**src/rtl/seg_pipe_adder.sv**
```systemverilog
// Pipelined segmented two's-complement adder/subtractor: one SEG-bit ripple
// segment per stage, carry registered between stages, operands skewed in and sums deskewed out.

module seg_pipe_seg #(
    parameter int SEG = 4
) (
    input  logic [SEG-1:0] a,
    input  logic [SEG-1:0] b,
    input  logic           ci,
    output logic [SEG-1:0] s,
    output logic           co
);
    assign {co, s} = {1'b0, a} + {1'b0, b} + {{SEG{1'b0}}, ci};
endmodule

module seg_pipe_adder #(
    parameter int WIDTH = 16,
    parameter int SEG   = 4
) (
    input  logic             clk,
    input  logic             rst_n,
    input  logic             ce,
    input  logic             in_valid,
    input  logic [WIDTH-1:0] a,
    input  logic [WIDTH-1:0] b,
    input  logic             cin,
    input  logic             sub,
    output logic             out_valid,
    output logic [WIDTH-1:0] sum,
    output logic             cout,
    output logic             ovf
);
    localparam int STAGES = WIDTH / SEG;

    // vld_pipe[k] tracks stage k for k < STAGES; the top bit is out_valid.
    logic [STAGES:0]  vld_pipe;
    logic [WIDTH-1:0] b_eff;
    logic             c0;
    logic             ovf_q;

    assign b_eff = sub ? ~b : b;
    assign c0    = sub | cin;

    for (genvar k = 0; k < STAGES; k++) begin : g_stg
        // ain/bin hold the operand bits not yet consumed; the low SEG bits feed this stage.
        logic [WIDTH-k*SEG-1:0] ain;
        logic [WIDTH-k*SEG-1:0] bin;
        logic [SEG-1:0]         ss;
        logic                   ci;
        logic                   co;
        logic [(k+1)*SEG-1:0]   s_q;
        logic                   c_q;

        seg_pipe_seg #(.SEG(SEG)) u_seg (
            .a  (ain[SEG-1:0]),
            .b  (bin[SEG-1:0]),
            .ci (ci),
            .s  (ss),
            .co (co)
        );

        if (k == 0) begin : g_head
            assign ain = a;
            assign bin = b_eff;
            assign ci  = c0;

            always_ff @(posedge clk) begin
                if (!rst_n) begin
                    s_q <= '0;
                    c_q <= 1'b0;
                end else if (ce) begin
                    s_q <= ss;
                    c_q <= co;
                end
            end
        end else begin : g_body
            assign ci = g_stg[k-1].c_q;

            always_ff @(posedge clk) begin
                if (!rst_n) begin
                    ain <= '0;
                    bin <= '0;
                    s_q <= '0;
                    c_q <= 1'b0;
                end else if (ce) begin
                    ain <= g_stg[k-1].ain[WIDTH-(k-1)*SEG-1:SEG];
                    bin <= g_stg[k-1].bin[WIDTH-(k-1)*SEG-1:SEG];
                    s_q <= {ss, g_stg[k-1].s_q};
                    c_q <= co;
                end
            end
        end

        // The last stage sees the operand MSBs, so overflow is resolved here.
        if (k == STAGES-1) begin : g_last
            always_ff @(posedge clk) begin
                if (!rst_n)
                    ovf_q <= 1'b0;
                else if (ce)
                    ovf_q <= (ain[SEG-1] == bin[SEG-1]) && (ss[SEG-1] != ain[SEG-1]);
            end
        end
    end

    always_ff @(posedge clk) begin
        if (!rst_n) begin
            vld_pipe <= '0;
            sum      <= '0;
            cout     <= 1'b0;
            ovf      <= 1'b0;
        end else if (ce) begin
            vld_pipe <= {vld_pipe[STAGES-1:0], in_valid};
            if (vld_pipe[STAGES-1]) begin
                sum  <= g_stg[STAGES-1].s_q;
                cout <= g_stg[STAGES-1].c_q;
                ovf  <= ovf_q;
            end
        end
    end

    assign out_valid = vld_pipe[STAGES];
endmodule

```
**config.mk**
```make
export PLATFORM = sky130hd
export DESIGN_NAME = seg_pipe_adder
export DESIGN_NICKNAME = d
export VERILOG_FILES = /design/src/rtl/seg_pipe_adder.sv
export SDC_FILE = /design/constraint.sdc
export NUM_CORES = 1
export LEC_CHECK = 0
export CAP_MARGIN = 20
export CELL_PAD_IN_SITES_DETAIL_PLACEMENT = 0
export CELL_PAD_IN_SITES_GLOBAL_PLACEMENT = 1
export CORE_MARGIN = 2
export CORE_UTILIZATION = 30
export DETAILED_ROUTE_END_ITERATION = 10
export GPL_TIMING_DRIVEN = 1
export PLACE_DENSITY = 0.58
export SLEW_MARGIN = 20
export SYNTH_ARGS = -nofsm -noshare
export SYNTH_HDL_FRONTEND = slang
export SYNTH_HIERARCHICAL = 1
export SYNTH_SLANG_ARGS = --single-unit
```
**constraint.sdc**
```tcl
create_clock -name clk -period 2.75 [get_ports clk]
set_clock_uncertainty 0.15 [all_clocks]
set_input_delay 0.55 -clock clk [delete_from_list [all_inputs] [get_ports clk]]
set_output_delay 0.55 -clock clk [all_outputs]
set_load 0.1 [all_outputs]
```
# Word-level counts from Yosys, hierarchy flattened
# Cells that the tools add are included.
word_totals:
  ff_bits: 116
  in_bits: 38
  out_inout_bits: 19
  wordCells: 34
op_classes:
  addsub: 8
  n_eq_ne: 2
  muxes: 1
  n_bitwise: 2
  n_reduce_logical: 2
op_table:
  columns: ["cell", "n"]
  rows:
  - ["$add A4 B4 Y5", 4]
  - ["$add A5 B1 Y5", 4]
  - ["$mux W16", 1]
  - ["$not A16 Y16", 1]
  - ["$reduce_and A2 Y1", 1]
  - ["$eq A1 B1 Y1", 1]
  - ["$logic_and A1 B1 Y1", 1]
  - ["$ne A1 B1 Y1", 1]
  - ["$or A1 B1 Y1", 1]

# Depth between registers and ports, before layout
# Gate-level depths: netlist (run 1).
depth:
  word_depth: 4
  mapped_depth: 11

# Cells and area by module
# Netlist (run 1), hierarchy kept.
modules_own_cells:
  columns: ["module", "instances", "cells_each", "area_each_um2"]
  rows:
  - ["seg_pipe_adder", 1, 420, 4585.6]
  - ["seg_pipe_seg", 4, 16, 143.9]

# Worst setup path after synthesis (run 1)
# No wires, ideal clock.
synth_path:
  path_type: "input port to flip-flop"
  startpoint: "input port sub"
  endpoint: "register g_stg[0].c_q"
  arrival_time_ns: 2.223
  required_time_ns: 2.484
  slack_ns: 0.261
  path_stages: 11
  n_path_buf: 2
  cell_sequence: "buf_4 buf_4 or2_2 fa_1 inv_1 fa_1 nor2b_1 o21ai_0 nand2b_1 mux2i_1 nor2b_1"
synth_via:
  word_cells_on_any_way: 4
synth_rtl:
  columns: ["element", "line", "text"]
  rows:
  - ["start: declaration", "27", "input logic sub,"]
  - ["$or A1 B1 Y1", "42", "assign c0 = sub | cin;"]
  - ["net c0", "38", "logic c0;"]
  - ["$add A5 B1 Y5", "13", "assign {co, s} = {1'b0, a} + {1'b0, b} + {{SEG{1'b0}}, ci};"]
  - ["net g_stg[0].co", "50", "logic co;"]
  - ["end signal: assignment", "73", "c_q <= co;"]
  - ["end: declaration", "52", "logic c_q;"]
# The timed path passes the listed nets, and every way through them passes these cells.
# A chain may end at the register's enable or synchronous reset.

# Final worst setup path (run 1)
layout_path:
  startpoint: "input port sub"
  endpoint: "register g_stg[0].c_q"
layout_via:
  elab_chain_len: 3
  word_cells_on_any_way: 4
layout_lines:
  columns: ["element", "line", "text"]
  rows:
  - ["$mux W16", "41", "assign b_eff = sub ? ~b : b;"]
  - ["net b_eff[1]", "37", "logic [WIDTH-1:0] b_eff;"]
  - ["$add A4 B4 Y5", "13", null]
  - ["$add A5 B1 Y5", "13", null]
  - ["net g_stg[0].co", "50", null]
# The timed path passes the listed nets, and every way through them passes these cells.

==> metrics.log, run 1 <==
[metrics] synthesized netlist cell count: ~480
[metrics] mean number of vias per cell: about 4.3
[metrics] ratio of total power to cell area: between 600 and 700 mW/mm2
[metrics] Slowest-stage cell, CP: sky130_fd_sc_hd__clkdlybuf4s50_1
[metrics] arrival time at the worst endpoint: approximately 2600 ps
[metrics] overall routed net length: about 9500 um
[metrics] aggregate global routing overflow: 0
[metrics] Clock Tree Root: sky130_fd_sc_hd__clkbuf_16
[metrics] ANT nets after route: 0
[metrics] post-route core utilization: 0.382
[metrics] CP Class: in2reg
[metrics] first-pass GRT wire length: roughly 16000 um
[metrics] clock group share of total power: 0.486
[metrics] post-synthesis mux area share: 0.165
[metrics] share of the synthesized area in the top cell type: 0.450
[metrics] remaining routing DRC violations: 0
[metrics] sequential-to-total area share from yosys stat: 0.450
[metrics] Post-DP HPWL: around 6300 um
[metrics] clock insertion delay at the later pin of the skew report: roughly 410 ps
[metrics] number of ports placed on the die boundary: 57
[metrics] final weighted congestion of routability-driven global placement: 0.699
[metrics] total power of the final layout: about 4.2 mW
[metrics] hold_buf cts: 0
[metrics] IO Port Bufs: 56
[metrics] number of placement rows: between 40 and 50
[metrics] xor-xnor portion of the synthesized cell area: 0.0407
[metrics] most common cell after layout, fill and taps aside: sky130_fd_sc_hd__dfxtp_1
[metrics] GRT Total Usage: 0.111
[metrics] synth warn: 6
[metrics] setup violation total in the final timing report: 0
[metrics] Clock Sink Count: 116
[metrics] cell taking the most area after synthesis: sky130_fd_sc_hd__dfxtp_1
[metrics] Max-cap violations: 0
[metrics] f_max: ~420 MHz
[metrics] transition time at the pin with the least slew margin: 361 ps
[metrics] clock tree buffer depth: 2
[metrics] netlist area before placement: 0.00516 mm2
[metrics] antenna cell count: 0
[metrics] relative contribution of combinational cells to total power: 0.087
[metrics] peak supply drop: a little over 0.0004 V
[metrics] Chip Height: 135 um
[metrics] worst path required time: a little under 3000 ps
[metrics] commonest cells after routing, fill and taps aside: 116 x sky130_fd_sc_hd__dfxtp_1, 89 x sky130_fd_sc_hd__nor2b_1, 85 x sky130_fd_sc_hd__mux2i_1
[metrics] total of flip-flops plus latches after synthesis: ~120
[metrics] post-synthesis share of cell area spent on and, or, nand and nor gates: 0.139
[metrics] largest net degree at the start of global routing: 65
[metrics] RSZ-0062 raised after global routing: false
[metrics] starting utilization of the core area: 0.309
[metrics] adder-cell area share of the yosys netlist: 0.0601
[metrics] top fanout value on the critical path: 15
[metrics] share of the synthesized area in compound gates (AO/OA/AOI/OAI): 0.0943
[metrics] cells traversed along the worst timing path: clkdlybuf4s50_1 -> buf_4 -> xor2_1 -> inv_1 -> fa_1 -> nor2b_1 -> o21ai_0 -> nand2b_1 -> mux2i_1 -> nor2b_1
[metrics] category of the worst setup path capture point: flip-flop
[metrics] vias in the first global route: a little over 3000
[metrics] Final Net Count: around 590
[metrics] horizontal die dimension: roughly 140 um
[metrics] leakage power of the design: roughly 2.7 nW
[metrics] Hold Path Class: reg2reg
[metrics] dominant combinational cell family by area after synthesis: multiplexers
[metrics] run status: complete, no violations
[metrics] fraction of layout instances using a drive strength above 1: 0.107
[metrics] First-pass DRT Iterations: 4
[metrics] core region area: ~0.017 mm2
[metrics] unique cell type count in the Yosys netlist: 26
[metrics] number of nets in the synthesized netlist: 542
[metrics] Pint: about 3.3 mW
[metrics] CTS clock-pin slew for the worst setup and hold paths: roughly 50 ps
[metrics] number of pins with negative max-slew slack in the final report: 0
[metrics] proportion of total power due to net switching: 0.217
[metrics] H-Tree Depth: 4
[metrics] sequential share of power: 0.426
[metrics] quantity of gates resized following cts: 0
[metrics] overall die area: 0.0183 mm2
[metrics] CP dominant cell by count: sky130_fd_sc_hd__nor2b_1
[metrics] Iteration-0 DRC Markers: 125
[metrics] Final Hold Viols: 0
[metrics] Synth-to-Final Area Change: 23.5%
[metrics] via count: 3260
[metrics] delay of the slowest cell on the worst path: ~560 ps
[metrics] TritonCTS clock tree: yes
[metrics] Num CTS Buffers: 17
[metrics] clock period minus worst slack: 2370 ps
[metrics] average wire per cell in the routed design: roughly 12 um
[metrics] initial antenna violation count: 0
[metrics] Max transition margin: 0.759
[metrics] mean instance size in the synthesized netlist: around 11 um2
[metrics] NetSw: a little over 900 uW
[metrics] Setup Buffers After CTS: 0
[metrics] critical path launch point type: input port
[metrics] final worst path period share: 0.863
[metrics] top post-synthesis cells by area: sky130_fd_sc_hd__dfxtp_1 45%, sky130_fd_sc_hd__mux2i_1 16%, sky130_fd_sc_hd__nor2b_1 11%, sky130_fd_sc_hd__xnor2_1 3.4%, sky130_fd_sc_hd__fa_1 3.1%
## sequential cells by signal (all words and copies together) (netlist names)
signal,flops
cout,1
g_stg.ain,24
g_stg.bin,24
g_stg.c_q,4
g_stg.s_q,40
ovf,1
ovf_q,1
sum,16
vld_pipe,5
## per-stage QoR
| stage | hold WS (ps) | instance area (um2) | TNS (ps) | setup slack (ps) | std cells |
|---|---|---|---|---|---|
| after detailed placement | 347 | 5830 | -106 | -56.5 | 732 |
| after floorplan | 325 | 5160 | 0 | 261 | 484 |
| after global placement | 340 | 5830 | -40.1 | -40.1 | 732 |
| after global routing | 381 | 6370 | 0 | 189 | 762 |
| after CTS | 341 | 6370 | 0 | 363 | 762 |
| final | 354 | 6370 | 0 | 377 | 762 |
## worst max-delay path, delay by kind of cell
family	cells	cell delay, ps
compound gates	1	80
xor+xnor	1	210
fa+ha+maj	1	420
buf+inv	3	940
mux	1	60
simple gates	3	290
## routing by layer
metal	share of wire	wire length, um	vias up	track usage
li1	-	-	1724	-
met1	0.53	5050	1469	0.152
met2	0.40	3820	53	0.157
met3	0.044	419	14	0.0397
met4	0.018	170	0	0.0503
met5	0	0	-	0
## worst paths after layout
path	start	end	slack, ps	cells past startpoint
worst max-delay path	sub	g_stg[0].c_q$_SDFFE_PN0P_	380	10
worst min-delay path	g_stg[3].s_q[13]$_SDFFE_PN0P_	g_stg[3].s_q[13]$_SDFFE_PN0P_	350	2
worst max register to register	g_stg[3].ain[0]$_SDFFE_PN0P_	ovf_q$_SDFFE_PN0P_	620	6
worst min register to register	g_stg[3].s_q[13]$_SDFFE_PN0P_	g_stg[3].s_q[13]$_SDFFE_PN0P_	350	2
## power groups by stage
stage	clock network, mW	logic (mW)	registers, mW
3_5_place_dp	0	0.374	1.83
3_3_place_gp	0	0.367	1.83
2_1_floorplan	0	0.277	1.81
4_1_cts	2.11	0.375	1.79
5_1_grt	2.18	0.412	1.80
6_report	2.05	0.367	1.79
## final cells by class
cell class / instances / area [um2]
Inverter: 16 / 60.1
Fill cell: 1656 / 10300
Clock inverter: 6 / 80.1
Clock buffer: 24 / 462
Tap cell: 220 / 275
Timing Repair Buffer: 63 / 599
Multi-Input combinational cell: 317 / 2570
Sequential cell: 116 / 2320
## cell families after synthesis
| logic type | Yosys count |
|---|---|
| buffers and inverters | 51 |
| flip-flops | 116 |
| AO/OA/AOI/OAI | 74 |
| XOR/XNOR | 24 |
| adder cells (fa/ha/maj) | 20 |
| AND/OR/NAND/NOR | 114 |
| multiplexers | 85 |
## cells in the mapped netlist (all sizes together)
| master | number |
|---|---|
| nor2b | 89 |
| nand3b | 1 |
| nand2b | 4 |
| xor2 | 4 |
| ha | 12 |
| mux2i | 85 |
| xnor2 | 20 |
| and3 | 18 |
| a21o | 4 |
| or2 | 1 |
| clkbuf | 14 |
| o21a | 18 |
| dfxtp | 116 |
| a31oi | 1 |
| inv | 16 |
| a21oi | 16 |
| buf | 21 |
| fa | 8 |
| a21boi | 18 |
| or3b | 1 |
| o21ai | 17 |
No activity file was read; power rests on OpenSTA's default activity.
==> run 2, diff against run 1 <==
Settings changed: SLEW_MARGIN 20 to default.
==> results of run 2 <==
Same layout as run 1: the final DEF is identical, and so are final timing and power.
